--- src/rtl/mem_access_unit_if.sv ---
// Bundles the load/store request, completion response and data-memory
// signals of mem_access_unit. The unit attaches through the slave modport;
// the pipeline/memory side (or a bench) attaches through the master modport.
interface mem_access_unit_if #(
  parameter int DATA_BIT_WIDTH = 32
);
  logic                      req_valid;
  logic                      req_ready;
  logic                      req_wr;
  logic [1:0]                req_size;
  logic                      req_signed;
  logic [DATA_BIT_WIDTH-1:0] req_addr;
  logic [DATA_BIT_WIDTH-1:0] req_wdata;
  logic                      resp_valid;
  logic [DATA_BIT_WIDTH-1:0] resp_rdata;
  logic                      resp_err;
  logic                      mem_wr;
  logic [DATA_BIT_WIDTH-1:0] mem_addr;
  logic [DATA_BIT_WIDTH-1:0] mem_wdata;
  logic [DATA_BIT_WIDTH-1:0] mem_rdata;

  modport master (
    output req_valid, req_wr, req_size, req_signed, req_addr, req_wdata, mem_rdata,
    input  req_ready, resp_valid, resp_rdata, resp_err, mem_wr, mem_addr, mem_wdata
  );

  modport slave (
    input  req_valid, req_wr, req_size, req_signed, req_addr, req_wdata, mem_rdata,
    output req_ready, resp_valid, resp_rdata, resp_err, mem_wr, mem_addr, mem_wdata
  );
endinterface

--- src/rtl/mem_access_unit.sv ---
// Load/store unit between the pipeline and a word-wide data memory.
// Handles byte/halfword/word accesses with little-endian lanes, sign or
// zero extension on loads, read-modify-write for sub-word stores, and
// flags misaligned or illegal-size requests without touching memory.
module mem_access_unit #(
  parameter int DATA_BIT_WIDTH = 32
) (
  input  logic               clk,
  input  logic               rst_n,
  mem_access_unit_if.slave   bus
);
  localparam int W = DATA_BIT_WIDTH;

  typedef enum logic [1:0] {IDLE, ACCESS, WRITE, RESP} state_t;

  state_t         state_q, state_d;
  logic           wr_q, wr_d;
  logic [1:0]     size_q, size_d;
  logic           sgn_q, sgn_d;
  logic [W-1:0]   addr_q, addr_d;
  logic [W-1:0]   wdata_q, wdata_d;
  logic           err_q, err_d;
  logic [W-1:0]   rdata_q, rdata_d;
  logic [W-1:0]   merged_q, merged_d;

  function automatic logic misaligned(input logic [1:0] size, input logic [1:0] lo);
    return (size == 2'b11) || (size == 2'b01 && lo[0]) || (size == 2'b10 && lo != 2'b00);
  endfunction

  // Pick the addressed lane out of a memory word and extend it to full width.
  function automatic logic [W-1:0] load_extract(input logic [W-1:0] word, input logic [1:0] size,
                                                input logic [1:0] lo, input logic sgn);
    logic [7:0]  b;
    logic [15:0] h;
    b = word[{lo, 3'b000} +: 8];
    h = word[{lo[1], 4'b0000} +: 16];
    case (size)
      2'b00:   return {{(W-8){sgn & b[7]}}, b};
      2'b01:   return {{(W-16){sgn & h[15]}}, h};
      default: return word;
    endcase
  endfunction

  // Replace the addressed byte/halfword lane of a memory word with store data.
  function automatic logic [W-1:0] merge_lane(input logic [W-1:0] word, input logic [W-1:0] wdata,
                                              input logic [1:0] size, input logic [1:0] lo);
    logic [W-1:0] mask;
    logic [W-1:0] ins;
    if (size == 2'b00) begin
      mask = W'(8'hFF) << {lo, 3'b000};
      ins  = W'(wdata[7:0]) << {lo, 3'b000};
    end else begin
      mask = W'(16'hFFFF) << {lo[1], 4'b0000};
      ins  = W'(wdata[15:0]) << {lo[1], 4'b0000};
    end
    return (word & ~mask) | ins;
  endfunction

  // State and captured-request registers; reset clears everything.
  always_ff @(posedge clk) begin
    if (!rst_n) begin
      state_q  <= IDLE;
      wr_q     <= 1'b0;
      size_q   <= 2'b00;
      sgn_q    <= 1'b0;
      addr_q   <= '0;
      wdata_q  <= '0;
      err_q    <= 1'b0;
      rdata_q  <= '0;
      merged_q <= '0;
    end else begin
      state_q  <= state_d;
      wr_q     <= wr_d;
      size_q   <= size_d;
      sgn_q    <= sgn_d;
      addr_q   <= addr_d;
      wdata_q  <= wdata_d;
      err_q    <= err_d;
      rdata_q  <= rdata_d;
      merged_q <= merged_d;
    end
  end

  // Next-state logic and state-decoded outputs. Write strobe and response
  // are gated by rst_n so a request aborted by reset commits nothing in
  // the cycle reset is asserted.
  always_comb begin
    state_d  = state_q;
    wr_d     = wr_q;
    size_d   = size_q;
    sgn_d    = sgn_q;
    addr_d   = addr_q;
    wdata_d  = wdata_q;
    err_d    = err_q;
    rdata_d  = rdata_q;
    merged_d = merged_q;

    bus.req_ready  = 1'b0;
    bus.mem_wr     = 1'b0;
    bus.mem_addr   = '0;
    bus.mem_wdata  = '0;
    bus.resp_valid = 1'b0;
    bus.resp_err   = 1'b0;
    bus.resp_rdata = '0;

    case (state_q)
      IDLE: begin
        bus.req_ready = 1'b1;
        if (bus.req_valid) begin
          wr_d    = bus.req_wr;
          size_d  = bus.req_size;
          sgn_d   = bus.req_signed;
          addr_d  = bus.req_addr;
          wdata_d = bus.req_wdata;
          err_d   = misaligned(bus.req_size, bus.req_addr[1:0]);
          rdata_d = '0;
          state_d = err_d ? RESP : ACCESS;
        end
      end
      ACCESS: begin
        bus.mem_addr = {addr_q[W-1:2], 2'b00};
        if (!wr_q) begin
          rdata_d = load_extract(bus.mem_rdata, size_q, addr_q[1:0], sgn_q);
          state_d = RESP;
        end else if (size_q == 2'b10) begin
          bus.mem_wr    = rst_n;
          bus.mem_wdata = rst_n ? wdata_q : '0;
          state_d       = RESP;
        end else begin
          merged_d = merge_lane(bus.mem_rdata, wdata_q, size_q, addr_q[1:0]);
          state_d  = WRITE;
        end
      end
      WRITE: begin
        bus.mem_addr  = {addr_q[W-1:2], 2'b00};
        bus.mem_wr    = rst_n;
        bus.mem_wdata = rst_n ? merged_q : '0;
        state_d       = RESP;
      end
      RESP: begin
        bus.resp_valid = rst_n;
        bus.resp_err   = err_q;
        bus.resp_rdata = rdata_q;
        state_d        = IDLE;
      end
      default: state_d = IDLE;
    endcase
  end
endmodule

--- src/flat_wrapper.sv ---
// flat-port wrapper written by rule: the top's interface ports become plain ports
module mem_access_unit_flat 
#(
  parameter int DATA_BIT_WIDTH = 32
)
  (clk, rst_n, bus_req_valid, bus_req_wr, bus_req_size, bus_req_signed, bus_req_addr, bus_req_wdata, bus_mem_rdata, bus_req_ready, bus_resp_valid, bus_resp_rdata, bus_resp_err, bus_mem_wr, bus_mem_addr, bus_mem_wdata);
  mem_access_unit_if #(.DATA_BIT_WIDTH(DATA_BIT_WIDTH)) bus_i ();
  input  logic clk;
  input  logic rst_n;
  input wire logic [$bits(bus_i.req_valid)-1:0] bus_req_valid;
  input wire logic [$bits(bus_i.req_wr)-1:0] bus_req_wr;
  input wire logic [$bits(bus_i.req_size)-1:0] bus_req_size;
  input wire logic [$bits(bus_i.req_signed)-1:0] bus_req_signed;
  input wire logic [$bits(bus_i.req_addr)-1:0] bus_req_addr;
  input wire logic [$bits(bus_i.req_wdata)-1:0] bus_req_wdata;
  input wire logic [$bits(bus_i.mem_rdata)-1:0] bus_mem_rdata;
  output wire logic [$bits(bus_i.req_ready)-1:0] bus_req_ready;
  output wire logic [$bits(bus_i.resp_valid)-1:0] bus_resp_valid;
  output wire logic [$bits(bus_i.resp_rdata)-1:0] bus_resp_rdata;
  output wire logic [$bits(bus_i.resp_err)-1:0] bus_resp_err;
  output wire logic [$bits(bus_i.mem_wr)-1:0] bus_mem_wr;
  output wire logic [$bits(bus_i.mem_addr)-1:0] bus_mem_addr;
  output wire logic [$bits(bus_i.mem_wdata)-1:0] bus_mem_wdata;
  assign bus_i.req_valid = bus_req_valid;
  assign bus_i.req_wr = bus_req_wr;
  assign bus_i.req_size = bus_req_size;
  assign bus_i.req_signed = bus_req_signed;
  assign bus_i.req_addr = bus_req_addr;
  assign bus_i.req_wdata = bus_req_wdata;
  assign bus_i.mem_rdata = bus_mem_rdata;
  assign bus_req_ready = bus_i.req_ready;
  assign bus_resp_valid = bus_i.resp_valid;
  assign bus_resp_rdata = bus_i.resp_rdata;
  assign bus_resp_err = bus_i.resp_err;
  assign bus_mem_wr = bus_i.mem_wr;
  assign bus_mem_addr = bus_i.mem_addr;
  assign bus_mem_wdata = bus_i.mem_wdata;
  mem_access_unit #(.DATA_BIT_WIDTH(DATA_BIT_WIDTH)) u_core (.clk(clk), .rst_n(rst_n), .bus(bus_i));
endmodule
--- config.mk ---
export PLATFORM = sky130hd
export DESIGN_NAME = mem_access_unit_flat
export DESIGN_NICKNAME = d
export VERILOG_FILES = /design/src/rtl/mem_access_unit_if.sv /design/src/rtl/mem_access_unit.sv /design/src/flat_wrapper.sv
export SDC_FILE = /design/constraint.sdc
export NUM_CORES = 1
export LEC_CHECK = 0
export ABC_AREA = 1
export BUFFER_PORTS_ARGS = -buffer_cell sky130_fd_sc_hd__buf_4
export CORE_MARGIN = 3
export CORE_UTILIZATION = 58
export CTS_BUF_LIST = sky130_fd_sc_hd__clkbuf_2
export DETAILED_ROUTE_END_ITERATION = 6
export PLACE_DENSITY_LB_ADDON = 0.2
export SLEW_MARGIN = 20
export SYNTH_ARGS = -nofsm -noshare
export SYNTH_HDL_FRONTEND = slang
export SYNTH_SLANG_ARGS = --single-unit
--- constraint.sdc ---
create_clock -name clk -period 4.6 [get_ports clk]
set_clock_uncertainty 0.2 [all_clocks]
set_input_delay 0.23 -clock clk [delete_from_list [all_inputs] [get_ports clk]]
set_output_delay 0.23 -clock clk [all_outputs]
set_load 0.005 [all_outputs]
==> run_results.csv <==
group,metric,value,unit
grt,grt_max_degree,99,
drt,detail-route-antenna-nets,0,
sta,final-setup-viol-count,0,
cts,clk_pin_slew,0.20,ns
synthesis,yosysSeqAreaShare,38.10,%
drt,vias_per_cell,5.811,
cells_and_area,fin_area,10190,µm²
grt,overflow,0,
drt,first_pass_iters,7,
critical_path,cp.required,5.10,ns
die,core,11660,µm²
grt,grt_pass1_wl,41750,µm
grt,antenna_found_initial,0,
synthesis,synth.largest_area_cell,"dfxtp_1",
synthesis,synth_area_per_cell,6.431,µm²
placement,dp_hpwl,15020,µm
drt,vias,8995,
die,row_count,39,
critical_path,criticalPathCategory,"flop to flop",
grt,track_usage,39.16,%
synthesis,synthFlopType,"dfxtp_1",
drt,totalWireLength,27390,µm
sta,hold_slack,0.08350,ns
sta,rsz0062_at_grt,"false",
die,dieArea,13590,µm²
sta,max_freq,250.6,MHz
placement,placed_cell_area,8502,µm²
flow_run,maxCapViolations,0,
synthesis,synth_common_cells,"nand2_1, nor2_1, dfxtp_1, inv_1, o21ai_0",
sta,finalCriticalPeriod,3.991,ns
cells_and_area,finalNetCount,1501,
sta,fin_crit_sh,86.75,%
cells_and_area,area_growth_syn_to_layout,43.64,%
synthesis,ys_warn_count,0,
sta,worst_pin_slew,1.056,ns
drt,drt_iter0_markers,1195,
synthesis,ys_ff_latch,135,
cts,cts_made_buffers,17,
cts,cts_setup_buffers,0,
cts,ctsHoldBuffers,140,
cts,cts-root-buf,"clkbuf_2",
die,start_util,60.82,%
die,die_w,116.6,µm
sta,setup_ws,0.6093,ns
cells_and_area,drive_gt1_share,18.58,%
critical_path,cp.arrival,4.49,ns
cts,cts_sinks,135,
critical_path,end_kind,"flop",
drt,routedWlPerCell,17.69,µm
sta,tns,0,ns
cells_and_area,postLayoutCoreUtil,87.36,%
synthesis,yosys-top-cells-area,"dfxtp_1, nand2_1, nor2_1",
sta,finalMaxSlewViolations,0,
synthesis,synth_top_area_share,38.10,%
status,status,"finished, final reports clean",
synthesis,synth_cell_types,34,
power_and_ir_drop,p_per_area,454.2,nW/µm²
drt,drc,0,
cells_and_area,diodes,0,
die,pin_count,203,
placement,io_buffers,200,
die,fp.dieH,116.6,µm
sta,maxSlewHeadroom,29.13,%
power_and_ir_drop,p_leak,0.005027,µW
cts,htree_levels,4,
synthesis,synth.most_common_cell,"nand2_1",
power_and_ir_drop,vdd.ir_drop.worst,393.8,µV
critical_path,cp_max_fo,39,
placement,dp_slack,1.927,ns
synthesis,synth_edf_count,0,
cts,cts.repair.resized,0,
critical_path,crit_path_start_kind,"flop",
cts,clk_latency,0.73,ns
hold_path,hold_path.class,"input pin to flop",
cts,cts_buffer_depth,2,
synthesis,synth-async-reset-ratio,0,%
sta,hold_viol_final,0,
grt,first_global_vias,8562,
placement,place_congestion,0.9449,
synthesis,syn_area,7093,µm²
synthesis,postSynthCellCount,1103,
cts,cts_tree,"yes",
==> worst paths after layout <==
check                                                startpoint                              end  cells after the start  slack (ns)
worst max register to register    u_core.size_q[1]$_SDFFE_PN0P_   u_core.rdata_q[6]$_SDFFE_PN0P_                      8        0.61
worst min-delay path                           bus_req_addr[19]   u_core.addr_q[19]$_SDFFE_PN0P_                      4        0.08
worst max-delay path              u_core.size_q[1]$_SDFFE_PN0P_   u_core.rdata_q[6]$_SDFFE_PN0P_                      8        0.61
worst min register to register  u_core.rdata_q[27]$_SDFFE_PN0P_  u_core.rdata_q[27]$_SDFFE_PN0P_                      2        0.28
==> logic make-up (layout without fill, tap and decap cells) <==
family / Yosys count / count (layout) / share of synthesized area [%]
flip-flops: 135 / 135 / 38.10
other: 1 / 2 / 0.05287
buffers and inverters: 216 / 517 / 12.01
AO/OA/AOI/OAI: 270 / 270 / 20.67
adder cells (fa/ha/maj): 5 / 5 / 0.8820
AND/OR/NAND/NOR: 476 / 476 / 28.28
==> per-stage QoR <==
stage	power (µW)	cells
2_1_floorplan	2909	1104
3_3_place_gp	3422	1377
3_5_place_dp	3454	1377
4_1_cts	4431	1548
5_1_grt	4868	1548
6_report	4627	1548
==> area by class of cell <==
type / instances / area (µm²)
Tap cell: 143 / 178.9
Clock buffer: 21 / 105.1
Inverter: 139 / 521.8
Fill cell: 618 / 1474
Sequential cell: 135 / 2703
Timing Repair Buffer: 347 / 2955
Clock inverter: 10 / 177.7
Multi-Input combinational cell: 753 / 3547
==> report_power, final <==
| part | internal (µW) | total, µW | switching, µW |
|---|---|---|---|
| clock network | 414 | 857 | 443 |
| logic | 716 | 2090 | 1380 |
| registers | 1430 | 1680 | 244 |
==> state kept, by name (all words and copies together), names as in the netlist <==
| register | flops |
|---|---|
| u_core.state_q | 2 |
| u_core.sgn_q | 1 |
| u_core.addr_q | 32 |
| u_core.wr_q | 1 |
| u_core.err_q | 1 |
| u_core.wdata_q | 32 |
| u_core.rdata_q | 32 |
| u_core.merged_q | 32 |
| u_core.size_q | 2 |
==> placed cells by master (no fill, tap or decap), types with 6 or more instances in the layout <==
master	count
dfxtp_1	135
nor2_1	175
clkbuf_2	21
o22ai_1	17
a21oi_1	102
o21bai_1	6
o21ai_0	108
inv_1	128
nand3_1	47
buf_4	207
nand2_1	204
a22oi_1	11
or2_2	6
o211ai_1	14
nand4_1	26
a31oi_1	11
dlygate4sd3_1	140
clkinv_1	6
inv_2	8
==> per-layer routing <==
layer	routed length, µm	part of all wire, %	track usage [%]	vias to the layer above
met1	10150	37	46.79	4108
met5	0	0	0	-
met4	1275	4.7	20.95	0
li1	-	-	-	4136
met3	2848	10	9.171	126
met2	13110	48	65.33	625
==> critical path, cell delays in order, from the launching register on <==
cell,delay [ns]
dfxtp_1,0.69
clkinv_1,0.99
nand2_1,0.52
o22ai_1,0.12
nand2_1,0.09
o211ai_1,0.08
dlygate4sd3_1,0.60
a21oi_1,0.11
dlygate4sd3_1,0.56
No activity file was read; power rests on OpenSTA's default activity.
